**src/rtl/snow64_mem_access_arbiter.sv**
```systemverilog
// Two-port (instruction / data) arbiter in front of a single external memory bus.
// One request slot per port, round-robin grant, one bus transaction in flight.
module snow64_mem_access_arbiter #(
  parameter int WIDTH__ADDR = 64,
  parameter int WIDTH__LINE = 256
) (
  input  logic                   clk,
  input  logic                   rst,
  input  logic                   in_instr_req,
  input  logic [WIDTH__ADDR-1:0] in_instr_addr,
  output logic                   out_instr_busy,
  output logic                   out_instr_valid,
  output logic [WIDTH__LINE-1:0] out_instr_data,
  input  logic                   in_data_req,
  input  logic [WIDTH__ADDR-1:0] in_data_addr,
  input  logic                   in_data_we,
  input  logic [WIDTH__LINE-1:0] in_data_wdata,
  output logic                   out_data_busy,
  output logic                   out_data_valid,
  output logic [WIDTH__LINE-1:0] out_data_rdata,
  output logic                   out_mem_req,
  output logic [WIDTH__ADDR-1:0] out_mem_addr,
  output logic                   out_mem_we,
  output logic [WIDTH__LINE-1:0] out_mem_wdata,
  input  logic                   in_mem_valid,
  input  logic [WIDTH__LINE-1:0] in_mem_rdata
);
  typedef enum logic {StIdle = 1'b0, StMemWait = 1'b1} state_t;
  typedef enum logic {PortI = 1'b0, PortD = 1'b1} port_t;

  state_t                 state_q;
  port_t                  last_grant_q;
  port_t                  owner_q;

  logic                   i_pend_q;
  logic [WIDTH__ADDR-1:0] i_addr_q;
  logic                   d_pend_q;
  logic [WIDTH__ADDR-1:0] d_addr_q;
  logic                   d_we_q;
  logic [WIDTH__LINE-1:0] d_wdata_q;

  logic                   instr_valid_q;
  logic [WIDTH__LINE-1:0] instr_data_q;
  logic                   data_valid_q;
  logic [WIDTH__LINE-1:0] data_rdata_q;
  logic                   mem_req_q;
  logic [WIDTH__ADDR-1:0] mem_addr_q;
  logic                   mem_we_q;
  logic [WIDTH__LINE-1:0] mem_wdata_q;

  logic                   grant_any_d;
  port_t                  grant_d;

  // On a tie the port that did not win last time takes the bus.
  always_comb begin
    grant_any_d = i_pend_q || d_pend_q;
    grant_d     = PortI;
    if (d_pend_q && (!i_pend_q || last_grant_q == PortI)) grant_d = PortD;
  end

  always_ff @(posedge clk) begin
    if (rst) begin
      state_q       <= StIdle;
      last_grant_q  <= PortD;
      owner_q       <= PortI;
      i_pend_q      <= 1'b0;
      d_pend_q      <= 1'b0;
      instr_valid_q <= 1'b0;
      instr_data_q  <= '0;
      data_valid_q  <= 1'b0;
      data_rdata_q  <= '0;
      mem_req_q     <= 1'b0;
      mem_addr_q    <= '0;
      mem_we_q      <= 1'b0;
      mem_wdata_q   <= '0;
    end else begin
      instr_valid_q <= 1'b0;
      data_valid_q  <= 1'b0;
      mem_req_q     <= 1'b0;

      if (in_instr_req && !i_pend_q) begin
        i_pend_q <= 1'b1;
        i_addr_q <= in_instr_addr;
      end
      if (in_data_req && !d_pend_q) begin
        d_pend_q  <= 1'b1;
        d_addr_q  <= in_data_addr;
        d_we_q    <= in_data_we;
        d_wdata_q <= in_data_wdata;
      end

      case (state_q)
        StIdle: begin
          if (grant_any_d) begin
            mem_req_q    <= 1'b1;
            last_grant_q <= grant_d;
            owner_q      <= grant_d;
            state_q      <= StMemWait;
            if (grant_d == PortD) begin
              mem_addr_q  <= d_addr_q;
              mem_we_q    <= d_we_q;
              mem_wdata_q <= d_wdata_q;
            end else begin
              mem_addr_q  <= i_addr_q;
              mem_we_q    <= 1'b0;
              mem_wdata_q <= '0;
            end
          end
        end
        StMemWait: begin
          // The slot stays occupied (busy) until the bus completes it.
          if (in_mem_valid) begin
            state_q <= StIdle;
            if (owner_q == PortD) begin
              data_valid_q <= 1'b1;
              data_rdata_q <= d_we_q ? '0 : in_mem_rdata;
              d_pend_q     <= 1'b0;
            end else begin
              instr_valid_q <= 1'b1;
              instr_data_q  <= in_mem_rdata;
              i_pend_q      <= 1'b0;
            end
          end
        end
        default: state_q <= StIdle;
      endcase
    end
  end

  assign out_instr_busy  = i_pend_q;
  assign out_instr_valid = instr_valid_q;
  assign out_instr_data  = instr_data_q;
  assign out_data_busy   = d_pend_q;
  assign out_data_valid  = data_valid_q;
  assign out_data_rdata  = data_rdata_q;
  assign out_mem_req     = mem_req_q;
  assign out_mem_addr    = mem_addr_q;
  assign out_mem_we      = mem_we_q;
  assign out_mem_wdata   = mem_wdata_q;

  // A request while the port is busy is a requester bug; it is dropped.
  a_instr_req_while_busy: assert property (@(posedge clk) disable iff (rst)
    !(in_instr_req && i_pend_q));
  a_data_req_while_busy: assert property (@(posedge clk) disable iff (rst)
    !(in_data_req && d_pend_q));

endmodule

```
**config.mk**
```make
export PLATFORM = sky130hd
export DESIGN_NAME = snow64_mem_access_arbiter
export DESIGN_NICKNAME = d
export VERILOG_FILES = /design/src/rtl/snow64_mem_access_arbiter.sv
export SDC_FILE = /design/constraint.sdc
export NUM_CORES = 1
export LEC_CHECK = 0
export ABC_AREA = 1
export ABC_CLOCK_PERIOD_IN_PS = 30100
export BUFFER_PORTS_ARGS = -buffer_cell sky130_fd_sc_hd__buf_2
export CORE_AREA = 10 10 567 569
export CTS_CLUSTER_DIAMETER = 150
export DETAILED_ROUTE_END_ITERATION = 10
export DIE_AREA = 0 0 577 579
export PLACE_DENSITY_LB_ADDON = 0.2
export RECOVER_POWER = 100
export SLEW_MARGIN = 10
export SYNTH_ARGS = -nofsm -noshare
export SYNTH_HDL_FRONTEND = slang
export SYNTH_SLANG_ARGS = --single-unit
export TNS_END_PERCENT = 10
```
**constraint.sdc**
```tcl
create_clock -name clk -period 30.1 [get_ports clk]
set_input_delay 1.505 -clock clk [delete_from_list [all_inputs] [get_ports clk]]
set_output_delay 1.505 -clock clk [all_outputs]
set_load 0.01 [all_outputs]
```
* After elaboration in Yosys (flattened, before gate mapping) *
Index checks and enable logic that the tools add are counted.

cells by class
  muxes and demuxes = 18
  bitwise logic cells = 5
  reduce and logical (&&, ||, !) cells = 14
  $add $sub $neg = 0
  divide/modulo/power cells = 0
  $mul = 0
  magnitude comparators = 0
  eq/ne operators = 0
  shifts and indexed selects = 0

operators by type and width
  kind               number
  $mux 256           2
  $mux 64            1
  $mux 1             14
  $reduce_and 2->1   3
  $reduce_and 3->1   2
  $not 1->1          5
  $logic_and 1x1->1  3
  $reduce_or 3->1    1
  $logic_not 1->1    2
  $logic_or 1x1->1   2
  $pmux 1 s2         1
  $reduce_or 2->1    1

storage, ports and cells
  memories = 0
  input port bits = 646
  output and inout bits = 838
  bits in registers = 1,226
  RAM bits = 0
  bits in latches = 0
  bits in read-only memories = 0
  logic and storage cells = 54

* Depth between registers and ports, before layout *
  depth in word-level cells = 6
  depth in mapped cells = 8
  mapped depth without buffers = 6

* Least setup slack after synthesis *
No wires, ideal clock.

  path kind = input port to flip-flop
  start = in rst
  end = reg d_addr_q[0], enable pin
  path slack = 3.742 ns
  required time = 28.640 ns
  arrival time = 24.898 ns
  setup time = 1.460 ns
  buffers on the path = 2
  stages = 3
  cell sequence = buf_2 > buf_2 > nor3b_1

on the way
  longest elaborated chain between the ends = 2

ends and longest elaborated chain
  item                        RTL line  RTL
  start, declared             8         input logic rst,
  $not 1->1 (no line)         --
  $reduce_and 2->1 (no line)  --
  end signal, assigned        87        d_addr_q <= in_data_addr;
  end, declared               38        logic [WIDTH__ADDR-1:0] d_addr_q;

Every way passes these cells.
A chain may end at the register's enable or synchronous reset.

==> results.txt <==
- Headroom to the max-slew limit came out at -2.35.
- Signal routing reaches up to met5.
* Sinks on Clock Net: 1226
- Yosys instantiated no cell more often than nand2_1.
* Type of the worst setup path: primary input to flop
* End-of-flow core utilization: 0.187
* # setup viols final: 0
* Die Outline Area: 334000 µm²
- Grouping stages by cell kind, the critical path spends the most delay in buffers and inverters.
* Final instance count without filler cells: 10100
- Number of filler cells placed in the layout: about 35000
- Yosys mapped a number of flops with a built-in enable equal to roughly 390.
* Routed met2 length: 114000 µm
* Leak pwr: about 21 nW
- Number of setup buffers added after CTS: 0
* M1 WL: 97100 µm
* Top-area cell type share of the netlist area: 0.395
- Slowest cell on the critical path: clkinvlp_2
- After synthesis, the mean cell area works out to 9.62 µm².
* Post-Route Setup TNS: 0 ns
- Vertical extent of the die: 579 µm
* Cell-by-cell listing of the critical path: clkbuf_1 -> clkinvlp_2 -> nand2_1 -> clkinvlp_2 -> clkbuf_1 -> clkbuf_1 -> nand2_1 -> nand2_1
* Area growth from synthesis to layout: 36.0%
* DR WL met3: around 23000 µm
* Register area: between 20000 and 30000 µm²
- Clock skew on the completed layout was measured at around 0.063 ns.
* Fraction of synthesis flops using an asynchronous set or reset pin: 0
- At the end of routability-driven placement, the weighted congestion stood at between 0.8 and 0.9.
* Fraction of final layout cells sized beyond drive strength 1: 0.136
- Status: complete, but fails checks
- The number of pins with negative max-slew slack in the final report was between 1500 and 2000.
* Area leader, netlist: dfxtp_1
* Cell variety after synth: 24
* Worst hold margin: approximately 0.45 ns
* Starting DRC count in detailed routing: 2254
- The count of buffers added on input and output ports is ~1500.
- In this run the power density over the cells is between 70 and 80 nW/µm².
- Total Power: a little over 4 mW
- GRT Overall Usage: 0.136
- Top post-synthesis cells by count: 1478 x nand2_1, 841 x dfxtp_1, 385 x edfxtp_1
- Total nets after synthesis: roughly 5100
* Cell total after placement: slightly below 10000
- TritonCTS built the clock tree.
- Critical path arrival: between 15 and 20 ns
* DRT Pass-1 Iters: 6
- H-tree lvl count: 4
- For this run, the post-layout net count is 6409.
- Effective utilization at floorplan: 0.137
- Path class of the lowest-slack min-delay path: flop to flop
- Entering global routing, the biggest net connects around 140 pins.
* DRC Markers: 0
- Wire length of the first global-routing pass: about 330000 µm
- Dividing the final minimum period by the clock period gives 0.504.
- After layout, the minimum clock period comes to ~15 ns.
- Horiz. Die Dim: 577 µm
* Measured slew at the worst slew-check pin: 5.03 ns
- The multi-input combinational cells in the finished layout cover a total of 12400 µm².
- Wires add up to 242000 µm.
* Fraction of the yosys area taken by sequential cells: 0.667
* Synth Instances: 4430
- # rows: roughly 210
- After clock tree synthesis, the flow added hold-fix buffers numbering 0.
* Peak ir drop on the vdd network: between 0.04 and 0.05 mV
- Synth Cell Area: 42600 µm²
- Number of instances resized during post-cts repair: 0
- The critical path contains buffers and inverters numbering 5 combined.
* Startpoint type of the worst setup path: primary input
* Clock tree root buffer cell: clkbuf_16
- Yosys attributes the largest share of cell area to dfxtp_1 40%, edfxtp_1 27%, nand2_1 13%.
* Top-level port count: around 1500
* Number of antenna violations at the first check in global routing: 112
* Max FO, Critical Path: approximately 100
- Number of warning messages in the yosys log: 0
- Pre-CTS setup slack: about 24 ns
- Final count of hold timing violations: 0
* Highest clock frequency the design can meet: 0.0659 GHz
- Max Buffers Root-to-Sink: 4
* Detailed-route wire length per cell: approximately 24 µm
* TritonCTS Buffers: 155
- Max-cap check violation count: 29
* Final worst-path setup slack: 14.92 ns
- Number of vias in the routed layout: between 30000 and 40000
- Clock transition at the registers of the reported paths: roughly 0.060 ns
- The total area inside the core boundary comes to approximately 310000 µm².
* Final HPWL from detailed placement: approximately 180000 µm
- Total cell area at the placement stage: 54200 µm²
- Total overflow reported by the global router: 0
- Violated checks: capacitance limit, slew limit
- Worst path max stage delay: between 3 and 4 ns
- Post-route antenna net violation count: 0
* Worst-Skew Late Latency: 0.80 ns
- For the worst setup path, the data required time is around 31 ns.
* Final Instance Area: around 58000 µm²
- The number of global-route vias before repair came to 38100.
- For this run, the leading register cell type out of synthesis is dfxtp_1.
- The worst setup path is captured at a flop.
* RSZ-0062 raised after global routing: false
- Detailed-route vias per instance: 3.76
* Flop and latch count out of synthesis: roughly 1200
## worst reg2reg max path, cell delays in order, from the launching register on
cell and delay, ns:
dfxtp_4 0.40, nor3b_1 0.23, clkbuf_1 2.51, clkbuf_1 1.34, clkbuf_1 2.29, clkbuf_1 2.80, clkbuf_1 2.69
## cell families after synthesis
group | count (synthesis) | share of synthesized area
simple gates | 2194 | 0.218
compound gates | 582 | 0.0724
buf+inv | 428 | 0.0428
flops | 1226 | 0.667
## per-layer routing
metal / up-vias / GRT usage
met5: - / 0
met4: 98 / 0.0330
met3: 402 / 0.0553
met2: 1432 / 0.230
met1: 18300 / 0.161
li1: 17600 / -
## flip-flops by register name, summed over array words and instances, names as in the netlist
register / cells
out_mem_req: 1
last_grant_q: 1
out_mem_addr: 64
i_addr_q: 64
d_we_q: 1
owner_q: 1
out_instr_busy: 1
out_mem_wdata: 256
out_data_valid: 1
state_q: 1
out_data_busy: 1
out_data_rdata: 256
d_addr_q: 64
out_instr_data: 256
out_instr_valid: 1
d_wdata_q: 256
out_mem_we: 1
## layout make-up
cell class | instances | share of cell area
sequential | 1226 | 0.490
multi-input combinational | 2776 | 0.214
timing repair buffer | 1534 | 0.113
tap | 4140 | 0.0894
clock buffer | 233 | 0.0792
clock inverter | 41 | 0.00749
inverter | 70 | 0.00473
antenna | 48 | 0.00207
## report_power, final
group          internal [mW]  leakage [nW]  total (mW)  switching (mW)
clock                   1.09          2.46        1.86           0.770
combinational          0.102          8.54       0.387           0.285
sequential              1.78          10.4        1.82          0.0389
total                   2.98          21.4        4.07            1.09
## worst paths after layout
check | startpoint | to | slack [ns] | cells past startpoint
worst max register to register | out_data_busy | d_wdata_q[236] | 17.29 | 6
worst min-delay path | out_instr_data[101] | out_instr_data[101] | 0.45 | 2
worst min register to register | out_instr_data[101] | out_instr_data[101] | 0.45 | 2
worst max-delay path | rst | out_instr_data[222] | 14.92 | 8
## layout by cell type, fill, tap and decap left out
| cell | n |
|---|---|
| clkinv_8 | 3 |
| inv_6 | 2 |
| buf_12 | 2 |
| inv_8 | 2 |
| clkinv_16 | 2 |
| diode_2 | 48 |
| nor2_4 | 2 |
| nand3_1 | 323 |
| nand2_8 | 1 |
| clkinv_1 | 2 |
| bufinv_16 | 4 |
| a21oi_1 | 258 |
| clkinv_4 | 2 |
| o21ai_0 | 257 |
| buf_4 | 23 |
| inv_4 | 1 |
| clkbuf_8 | 31 |
| clkinv_2 | 19 |
| clkinvlp_4 | 4 |
| nor2_1 | 131 |
| o21a_1 | 1 |
| dfxtp_1 | 840 |
| a21boi_0 | 64 |
| buf_2 | 539 |
| dfxtp_4 | 1 |
| clkinvlp_2 | 3 |
| edfxtp_1 | 385 |
| nor3b_1 | 2 |
| clkbuf_16 | 160 |
| nand2_1 | 1478 |
| o211a_1 | 1 |
| inv_1 | 66 |
| a211oi_1 | 1 |
| inv_16 | 1 |
| clkbuf_1 | 1012 |
| nand4_1 | 257 |
Note: power is estimated with default switching activity, not from simulation.
